==> src/rtl/fb_pixel_writer.sv <==
// Pixel stream to framebuffer word writer: buffers (x, y, colour) pixels, converts them to byte
// addresses and issues 32-bit Avalon-style writes; also fills the whole frame with one colour.
module fb_pixel_writer #(
   parameter int FB_WIDTH   = 640,
   parameter int FB_HEIGHT  = 480,
   parameter int FIFO_DEPTH = 4
) (
   input  logic        clock,
   input  logic        reset,
   input  logic [25:0] base_addr,
   input  logic        pix_valid,
   output logic        pix_ready,
   input  logic [9:0]  pix_x,
   input  logic [9:0]  pix_y,
   input  logic [31:0] pix_color,
   input  logic        clear_start,
   input  logic [31:0] clear_color,
   output logic        busy,
   output logic        clear_done,
   output logic [25:0] m_address,
   output logic        m_write,
   output logic [31:0] m_writedata,
   input  logic        m_waitrequest
);

   localparam int NPIX    = FB_WIDTH * FB_HEIGHT;
   localparam int IDX_W   = (NPIX > 1) ? $clog2(NPIX) : 1;
   localparam int PTR_W   = (FIFO_DEPTH > 1) ? $clog2(FIFO_DEPTH) : 1;
   localparam int ENTRY_W = 26 + 32;

   localparam logic [1:0] MODE_RUN      = 2'd0;
   localparam logic [1:0] MODE_CLR_WAIT = 2'd1;
   localparam logic [1:0] MODE_CLEAR    = 2'd2;
   localparam logic [1:0] MODE_DONE     = 2'd3;

   localparam logic [IDX_W-1:0] IDX_LAST      = IDX_W'(NPIX - 1);
   localparam logic [PTR_W:0]   FIFO_FULL_CNT = (PTR_W + 1)'(FIFO_DEPTH);
   localparam logic [31:0]      WIDTH_U       = FB_WIDTH;
   localparam logic [31:0]      HEIGHT_U      = FB_HEIGHT;

   logic [1:0]        mode_q, mode_d;
   logic [IDX_W-1:0]  idx_q, idx_d;
   logic [IDX_W-1:0]  idx_inc;
   logic [31:0]       clr_color_q, clr_color_d;
   logic              m_write_q, m_write_d;
   logic [25:0]       m_address_q, m_address_d;
   logic [31:0]       m_writedata_q, m_writedata_d;

   logic [ENTRY_W-1:0] fifo_mem [FIFO_DEPTH];
   logic [PTR_W-1:0]   wr_ptr_q, rd_ptr_q;
   logic [PTR_W:0]     count_q, count_d;
   logic               fifo_full, fifo_empty;
   logic               push, pop;
   logic [ENTRY_W-1:0] head;

   logic               in_range;
   logic [25:0]        pix_off;
   logic [25:0]        pix_addr;
   logic               accept;

   // Address arithmetic is done entirely in 26 bits so it wraps like the bus does.
   assign pix_off  = (26'(pix_y) * 26'(FB_WIDTH) + 26'(pix_x)) << 2;
   assign pix_addr = base_addr + pix_off;
   assign in_range = (32'(pix_x) < WIDTH_U) && (32'(pix_y) < HEIGHT_U);

   assign fifo_full  = (count_q == FIFO_FULL_CNT);
   assign fifo_empty = (count_q == '0);
   assign pix_ready  = !fifo_full && (mode_q == MODE_RUN);
   assign push       = pix_valid && pix_ready && in_range;
   assign head       = fifo_mem[rd_ptr_q];

   assign accept  = m_write_q && !m_waitrequest;
   assign idx_inc = idx_q + 1'b1;

   always_ff @(posedge clock) begin
      if (push) begin
         fifo_mem[wr_ptr_q] <= {pix_addr, pix_color};
      end
   end

   always_comb begin
      count_d = count_q;
      if (push && !pop) begin
         count_d = count_q + 1'b1;
      end else if (pop && !push) begin
         count_d = count_q - 1'b1;
      end
   end

   always_ff @(posedge clock or negedge reset) begin
      if (!reset) begin
         wr_ptr_q <= '0;
         rd_ptr_q <= '0;
         count_q  <= '0;
      end else begin
         if (push) begin
            wr_ptr_q <= wr_ptr_q + 1'b1;
         end
         if (pop) begin
            rd_ptr_q <= rd_ptr_q + 1'b1;
         end
         count_q <= count_d;
      end
   end

   always_comb begin
      mode_d        = mode_q;
      idx_d         = idx_q;
      clr_color_d   = clr_color_q;
      m_write_d     = m_write_q;
      m_address_d   = m_address_q;
      m_writedata_d = m_writedata_q;
      pop           = 1'b0;

      case (mode_q)
         MODE_RUN, MODE_CLR_WAIT: begin
            // Bus slot is free when idle or being accepted this edge: refill from the FIFO head.
            if (!m_write_q || accept) begin
               if (!fifo_empty) begin
                  pop           = 1'b1;
                  m_write_d     = 1'b1;
                  m_address_d   = head[ENTRY_W-1:32];
                  m_writedata_d = head[31:0];
               end else begin
                  m_write_d = 1'b0;
               end
            end
            if (mode_q == MODE_RUN && clear_start) begin
               mode_d      = MODE_CLR_WAIT;
               clr_color_d = clear_color;
            end
            if (mode_q == MODE_CLR_WAIT && fifo_empty && !m_write_q) begin
               mode_d        = MODE_CLEAR;
               idx_d         = '0;
               m_write_d     = 1'b1;
               m_address_d   = base_addr;
               m_writedata_d = clr_color_q;
            end
         end
         MODE_CLEAR: begin
            if (accept) begin
               if (idx_q == IDX_LAST) begin
                  m_write_d = 1'b0;
                  mode_d    = MODE_DONE;
               end else begin
                  idx_d       = idx_inc;
                  m_address_d = base_addr + (26'(idx_inc) << 2);
               end
            end
         end
         default: begin
            mode_d = MODE_RUN;
            idx_d  = '0;
         end
      endcase
   end

   always_ff @(posedge clock or negedge reset) begin
      if (!reset) begin
         mode_q        <= MODE_RUN;
         idx_q         <= '0;
         clr_color_q   <= '0;
         m_write_q     <= 1'b0;
         m_address_q   <= '0;
         m_writedata_q <= '0;
      end else begin
         mode_q        <= mode_d;
         idx_q         <= idx_d;
         clr_color_q   <= clr_color_d;
         m_write_q     <= m_write_d;
         m_address_q   <= m_address_d;
         m_writedata_q <= m_writedata_d;
      end
   end

   assign m_write     = m_write_q;
   assign m_address   = m_address_q;
   assign m_writedata = m_writedata_q;
   assign clear_done  = (mode_q == MODE_DONE);
   assign busy        = (mode_q != MODE_RUN) || !fifo_empty || m_write_q;

endmodule

==> config.mk <==
export PLATFORM = sky130hd
export DESIGN_NAME = fb_pixel_writer
export DESIGN_NICKNAME = d
export VERILOG_FILES = /design/src/rtl/fb_pixel_writer.sv
export SDC_FILE = /design/constraint.sdc
export NUM_CORES = 1
export LEC_CHECK = 0
export ABC_AREA = 1
export CORE_AREA = 2 2 249 251
export CTS_CLUSTER_DIAMETER = 100
export DETAILED_ROUTE_END_ITERATION = 8
export DIE_AREA = 0 0 251 253
export HOLD_SLACK_MARGIN = 0.05
export SLEW_MARGIN = 15
export SYNTH_ARGS = -nofsm -noshare
export SYNTH_HDL_FRONTEND = slang
export SYNTH_SLANG_ARGS = --single-unit
==> constraint.sdc <==
create_clock -name clock -period 9.69 [get_ports clock]
set_clock_uncertainty 0.05 [all_clocks]
set_input_delay 2.4225 -clock clock [delete_from_list [all_inputs] [get_ports clock]]
set_output_delay 2.4225 -clock clock [all_outputs]
set_load 0.02 [all_outputs]
After elaboration in Yosys (flattened, before gate mapping)
Memories as Yosys holds them, arrays and structs flattened.
Cells that the tools add are included.

storage, ports and cells
  flip-flop bits (word level) = 119
  bits in writable memories = 232
  bits of input ports = 115
  output and inout bits = 62
  word-level logic and storage cells = 96
  memories kept = 1

operators by class
  $add $sub $neg = 8
  $mul = 1
  $lt $le $gt $ge = 2
  eq/ne operators = 13
  mux-type cells = 30
  reductions and logical operators = 32

memory list
  name      depth  width  rd ports  clocked after Yosys merged registers in  write ports  RTL line  text
  fifo_mem  4      58     1         0                                        1            49        logic [ENTRY_W-1:0] fifo_mem [FIFO_DEPTH];

operators with widths
  kind                                                                           count
  26-bit 2-to-1 mux                                                              5
  32-bit 2-to-1 mux                                                              3
  19-bit 2-to-1 mux                                                              3
  26-bit one-hot mux with 2 select lines                                         1
  19-bit one-hot mux with 2 select lines                                         1
  26-bit by 21-bit adder with 26-bit output                                      1
  26-bit by 23-bit adder with 26-bit output                                      1
  20-bit by 10-bit adder with 21-bit output                                      1
  19-bit by 1-bit adder with 19-bit output, second input constant                1
  19-bit == test, second input constant                                          1
  10-bit by 3-bit multiplier with 13-bit output, second input constant           1
  1-bit logical AND                                                              10
  10-bit less-than comparator, second input constant                             1
  10-bit by 9-bit less-than comparator with 1-bit output, second input constant  1
  1-bit 2-to-1 mux                                                               9
  3-bit != test, second input constant                                           3
  3-bit AND reduction                                                            3
  2-bit 2-to-1 mux                                                               4
  2-bit != test, second input constant                                           4
  2-bit nonzero test                                                             4
  1-bit zero test                                                                6
  3-bit 2-to-1 mux                                                               2
  5-bit AND reduction                                                            1
  2-bit by 1-bit adder with 2-bit output, second input constant                  2
  14 further kinds                                                               17

Logic depth before layout (Yosys ltp)
  word-level depth = 9
  depth in mapped cells = 25
  gate-level depth less buffers = 25

Least setup slack after synthesis
Ideal clock, no wire load.

  path type = input -> register
  start point = in pix_y[9]
  end point = mem fifo_mem[0][0] in the netlist's numbering, enable pin
  setup time = 474 ps
  data arrival time = 5377 ps
  required time = 9166 ps
  slack = 3788 ps
  stages on the path = 5
  cell sequence = inv_1 nand2_1 a41oi_1 nand3_1 nor2_1

between the ends
  longest elaborated chain between the ends = 5

ends and longest elaborated chain
  item                                                    RTL line  text
  start, declared                                         14        input logic [9:0] pix_y,
  10-bit by 9-bit less-than comparator with 1-bit output  64        assign in_range = (32'(pix_x) < WIDTH_U) && (32'(pix_y) < HEIGHT_U);
  1-bit logical AND                                       64
  1-bit logical AND                                       69        assign push = pix_valid && pix_ready && in_range;
  1-bit 2-to-1 mux                                        76        if (push) begin
  1-bit 2-to-1 mux (not written as such)                  77        fifo_mem[wr_ptr_q] <= {pix_addr, pix_color};
  end, declared                                           49

No other way between the ends.

Worst setup path after layout
  start point = in pix_y[1]
  end point = mem fifo_mem[1][54] in the netlist's numbering (data pin)

between the ends
  longest elaborated chain between the ends = 3

ends and longest elaborated chain
  item                                           RTL line  text
  10-bit by 3-bit multiplier with 13-bit output  62        assign pix_off = (26'(pix_y) * 26'(FB_WIDTH) + 26'(pix_x)) << 2;
  20-bit by 10-bit adder with 21-bit output      62
  26-bit by 23-bit adder with 26-bit output      63        assign pix_addr = base_addr + pix_off;
  net pix_addr[22]                               58        logic [25:0] pix_addr;

The timed path passes the listed nets, and every way through them passes these cells.

==> qor.csv <==
stage,metric,value,unit
worst_setup_path,cp_slowest_cell,clkdlybuf4s50_1,
clock_network,cts_hold_buf,0,
finish,layout-drive-gt1-share,7.54,%
worst_setup_path,worstPathRequired,9.99,ns
timing,tightest_slew,1.03,ns
timing,drv_slew,0,
placement,hpwlAfterDp,38500,um
worst_setup_path,cp_top_family,simple AND/OR/NAND/NOR gates,
logic_synthesis,ys_top_cells_by_area,"edfxtp_1, dfrtp_1, nand2_1, nor2_1, o21ai_0",
global_routing,use_met3,2.03,%
logic_synthesis,synth_common_cells,"nand2_1, nor2_1, edfxtp_1",
worst_setup_path,end_kind,flip-flop,
timing,fin_crit_sh,61.9,%
worst_setup_path,crit_path_end,fifo_mem[1][54],
logic_synthesis,ys_seq_area_share,55.0,%
finish,multi_input_area,7190,um2
routing,drc,0,
hold_path,hp-class,flip-flop to flip-flop,
global_routing,busiest_layer,met2,
die,die_x,251,um
clock_network,cts-buffers-inserted,41,
logic_synthesis,synth_top_family_by_area,simple AND/OR/NAND/NOR gates,
logic_synthesis,post_synth.cell_area_avg,9.38,um2
global_routing,grt_pass1_wl,85000,um
timing,fmax,167,MHz
logic_synthesis,synth_warnings,0,
global_routing,grt_max_degree,78,
pwr,ir_drop,0.133,mV
logic_synthesis,ys.flop_type,edfxtp_1,
worst_setup_path,worstRegToRegCells,5,
clock_network,cts_tree,yes,
logic_synthesis,yosysTopAreaCell,edfxtp_1,
clock_network,cts-root-buf,clkbuf_16,
finish,layout-area-overhead-vs-synth,22.4,%
die,die-area,63500,um2
clock_network,cts.path.max_buffers,3,
clock_network,htreeDepth,2,
die,io_pins,177,
clock_network,post_cts_resize_count,0,
worst_setup_path,r2r_slack,5.34,ns
worst_setup_path,cp-start-kind,primary input,
worst_setup_path,criticalPathCategory,primary input to flip-flop,
finish,fin_nets,2275,
global_routing,grt_util_met1,23.3,%
worst_setup_path,crit_buf_inv,3,
worst_setup_path,arrival,6.30,ns
routing,vias,14300,
logic_synthesis,syn_inst,1927,
worst_setup_path,path_max_fanout,5,
clock_network,post-cts-setup-buffers,0,
global_routing,globalRouteMet2Util,29.4,%
placement,finalWeightedCongestion,0.937,
logic_synthesis,netlist.area_leader.share,38.5,%
logic_synthesis,synth-xor-area-share,2.18,%
routing,wl,55400,um
global_routing,antenna_found_initial,2,
worst_setup_path,startpoint,pix_y[1],
finish,register_area,9950,um2
worst_setup_path,reg2reg_from,mode_q[0],
timing,slew_headroom,31.2,%
clock_network,cts.sink_count,351,
clock_network,clkTransAtPathRegs,0.06,ns
logic_synthesis,synth_mux_area_share,2.06,%
logic_synthesis,synthesis.area,18100,um2
routing,dr.first_iter.drc_count,941,
timing,tns,0,ns
worst_setup_path,cp_cell_sequence,"clkdlybuf4s50_1, ha_1, ha_1, inv_1, fa_1, nor2_1, nand3_1, nor2_1, nand2_1, nor2_2, nand4_1, nand2_1, inv_1, ha_1, nand2_1, nor4_1, nand4_1, nand3_1, xor2_1",
routing,vias_per_cell,4.91,
die,fp-row-count,91,
global_routing,gr-total-overflow,0,
finish,final_core_util,36.3,%
routing,drtPass1Iterations,5,
timing,rsz0062_at_grt,false,
flow_run,drv_cap,0,
timing,final.min_clock_period,6.00,ns
hold_path,holdPathStages,2,
finish,fill_cells,6082,
worst_setup_path,cp.depth,19,
routing,ant_nets,0,
worst_setup_path,crit_path_max_incr_delay,0.48,ns
global_routing,grt_pass1_vias,14200,
pwr,leakagePower,8.88,nW
die,coreArea,61000,um2
logic_synthesis,synth_nets,2113,
worst_setup_path,r2r-end,fifo_mem[1][54],
clock_network,clkLatencyLatePin,0.57,ns
status,status,completed,
global_routing,gr-usage-all-layers,17.5,%
timing,finalHoldViolations,0,
die,start_util,29.6,%
pwr,cellPowerDensity,289,nW/um2
routing,routedWlPerCell,19.0,um
logic_synthesis,synth-seq-cells,351,
placement,portBuffers,176,
timing,hold_ws,0.431,ns
die,die_h,253,um
logic_synthesis,synthAdderAreaFrac,5.12,%
logic_synthesis,synthSimpleGateAreaFrac,18.4,%
logic_synthesis,synth_most_common_cell,nand2_1,
logic_synthesis,async_reset_ff_share,33.9,%
logic_synthesis,synth_cell_types,47,
logic_synthesis,synth-edff-count,232,
logic_synthesis,synth_compound_area_share,11.9,%
timing,finalSetupViolations,0,
state kept, by name, summed over array words and instances, names as in the netlist:
name,count
clr_color_q,32
count_q,3
fifo_mem,232
idx_q,19
m_address,26
m_write,1
m_writedata,32
mode_q,2
rd_ptr_q,2
wr_ptr_q,2
cells in the final DEF, fill, tap and decap left out, types with 24 or more instances in the layout:
cell type,count
a21oi_1,77
edfxtp_1,232
nor2_1,282
o22ai_1,40
clkdlybuf4s50_1,175
nand3_1,82
xor2_1,36
dfrtp_1,117
mux2_2,33
o21ai_0,186
ha_1,66
o21ai_1,35
nand2_1,360
inv_1,160
nand4_1,24
clkbuf_16,45
worst min path at each step:
stage | slack (ns) | to | from
6_report | 0.43 | m_address[4] | m_address[4]
5_1_grt | 0.45 | m_address[4] | m_address[4]
4_1_cts | 0.43 | m_address[4] | m_address[4]
3_5_place_dp | 0.42 | m_address[4] | m_address[4]
3_3_place_gp | 0.41 | m_address[9] | m_address[9]
2_1_floorplan | 0.42 | clr_color_q[0] | clr_color_q[0]
routing by layer:
layer  vias to the layer above  share of wire, %
met2                       337                48
met5                         -                 0
met4                         0               3.1
met3                        89               3.9
met1                      6954                45
li1                       6920                 -
cell type report:
type,instances,area share [%]
tap,790,4.47
clock buffer,53,5.40
inverter,167,2.83
multi-input combinational,1337,32.5
clock inverter,23,1.37
antenna,2,0.0226
timing repair buffer,191,8.46
sequential,351,44.9
where the power goes:
group / total (mW) / switching [mW] / internal [mW]
clock network: 1.67 / 0.650 / 1.02
registers: 2.14 / 0.198 / 1.94
logic: 2.59 / 1.67 / 0.916
stage by stage:
stage | power, mW | instance area, um2 | setup slack [ns] | cells
floorplan | 3.78 | 18100 | 3.79 | 1927
global placement | 4.73 | 20600 | 3.23 | 2836
detailed placement | 4.77 | 20600 | 3.11 | 2836
CTS | 6.46 | 22100 | 3.70 | 2912
global route | 6.80 | 22100 | 3.27 | 2914
finish | 6.40 | 22100 | 3.69 | 2914
cells by family (layout without fill, tap and decap cells):
| kind of cell | count (synthesis) | in the layout |
|---|---|---|
| AO/OA/AOI/OAI | 388 | 388 |
| adder cells (fa/ha/maj) | 71 | 71 |
| multiplexers | 33 | 33 |
| XOR/XNOR | 45 | 45 |
| buffers and inverters | 239 | 434 |
| flip-flops | 351 | 351 |
| other | 1 | 3 |
| AND/OR/NAND/NOR | 799 | 799 |
worst register-to-register path, delay by kind of cell, from the launching register on:
| family | cells | cell delay (ns) |
|---|---|---|
| buf+inv | 1 | 0.67 |
| simple gates | 3 | 2.00 |
| flops | 1 | 0.43 |
| compound gates | 1 | 0.80 |
Note: power is estimated with default switching activity, not from simulation.
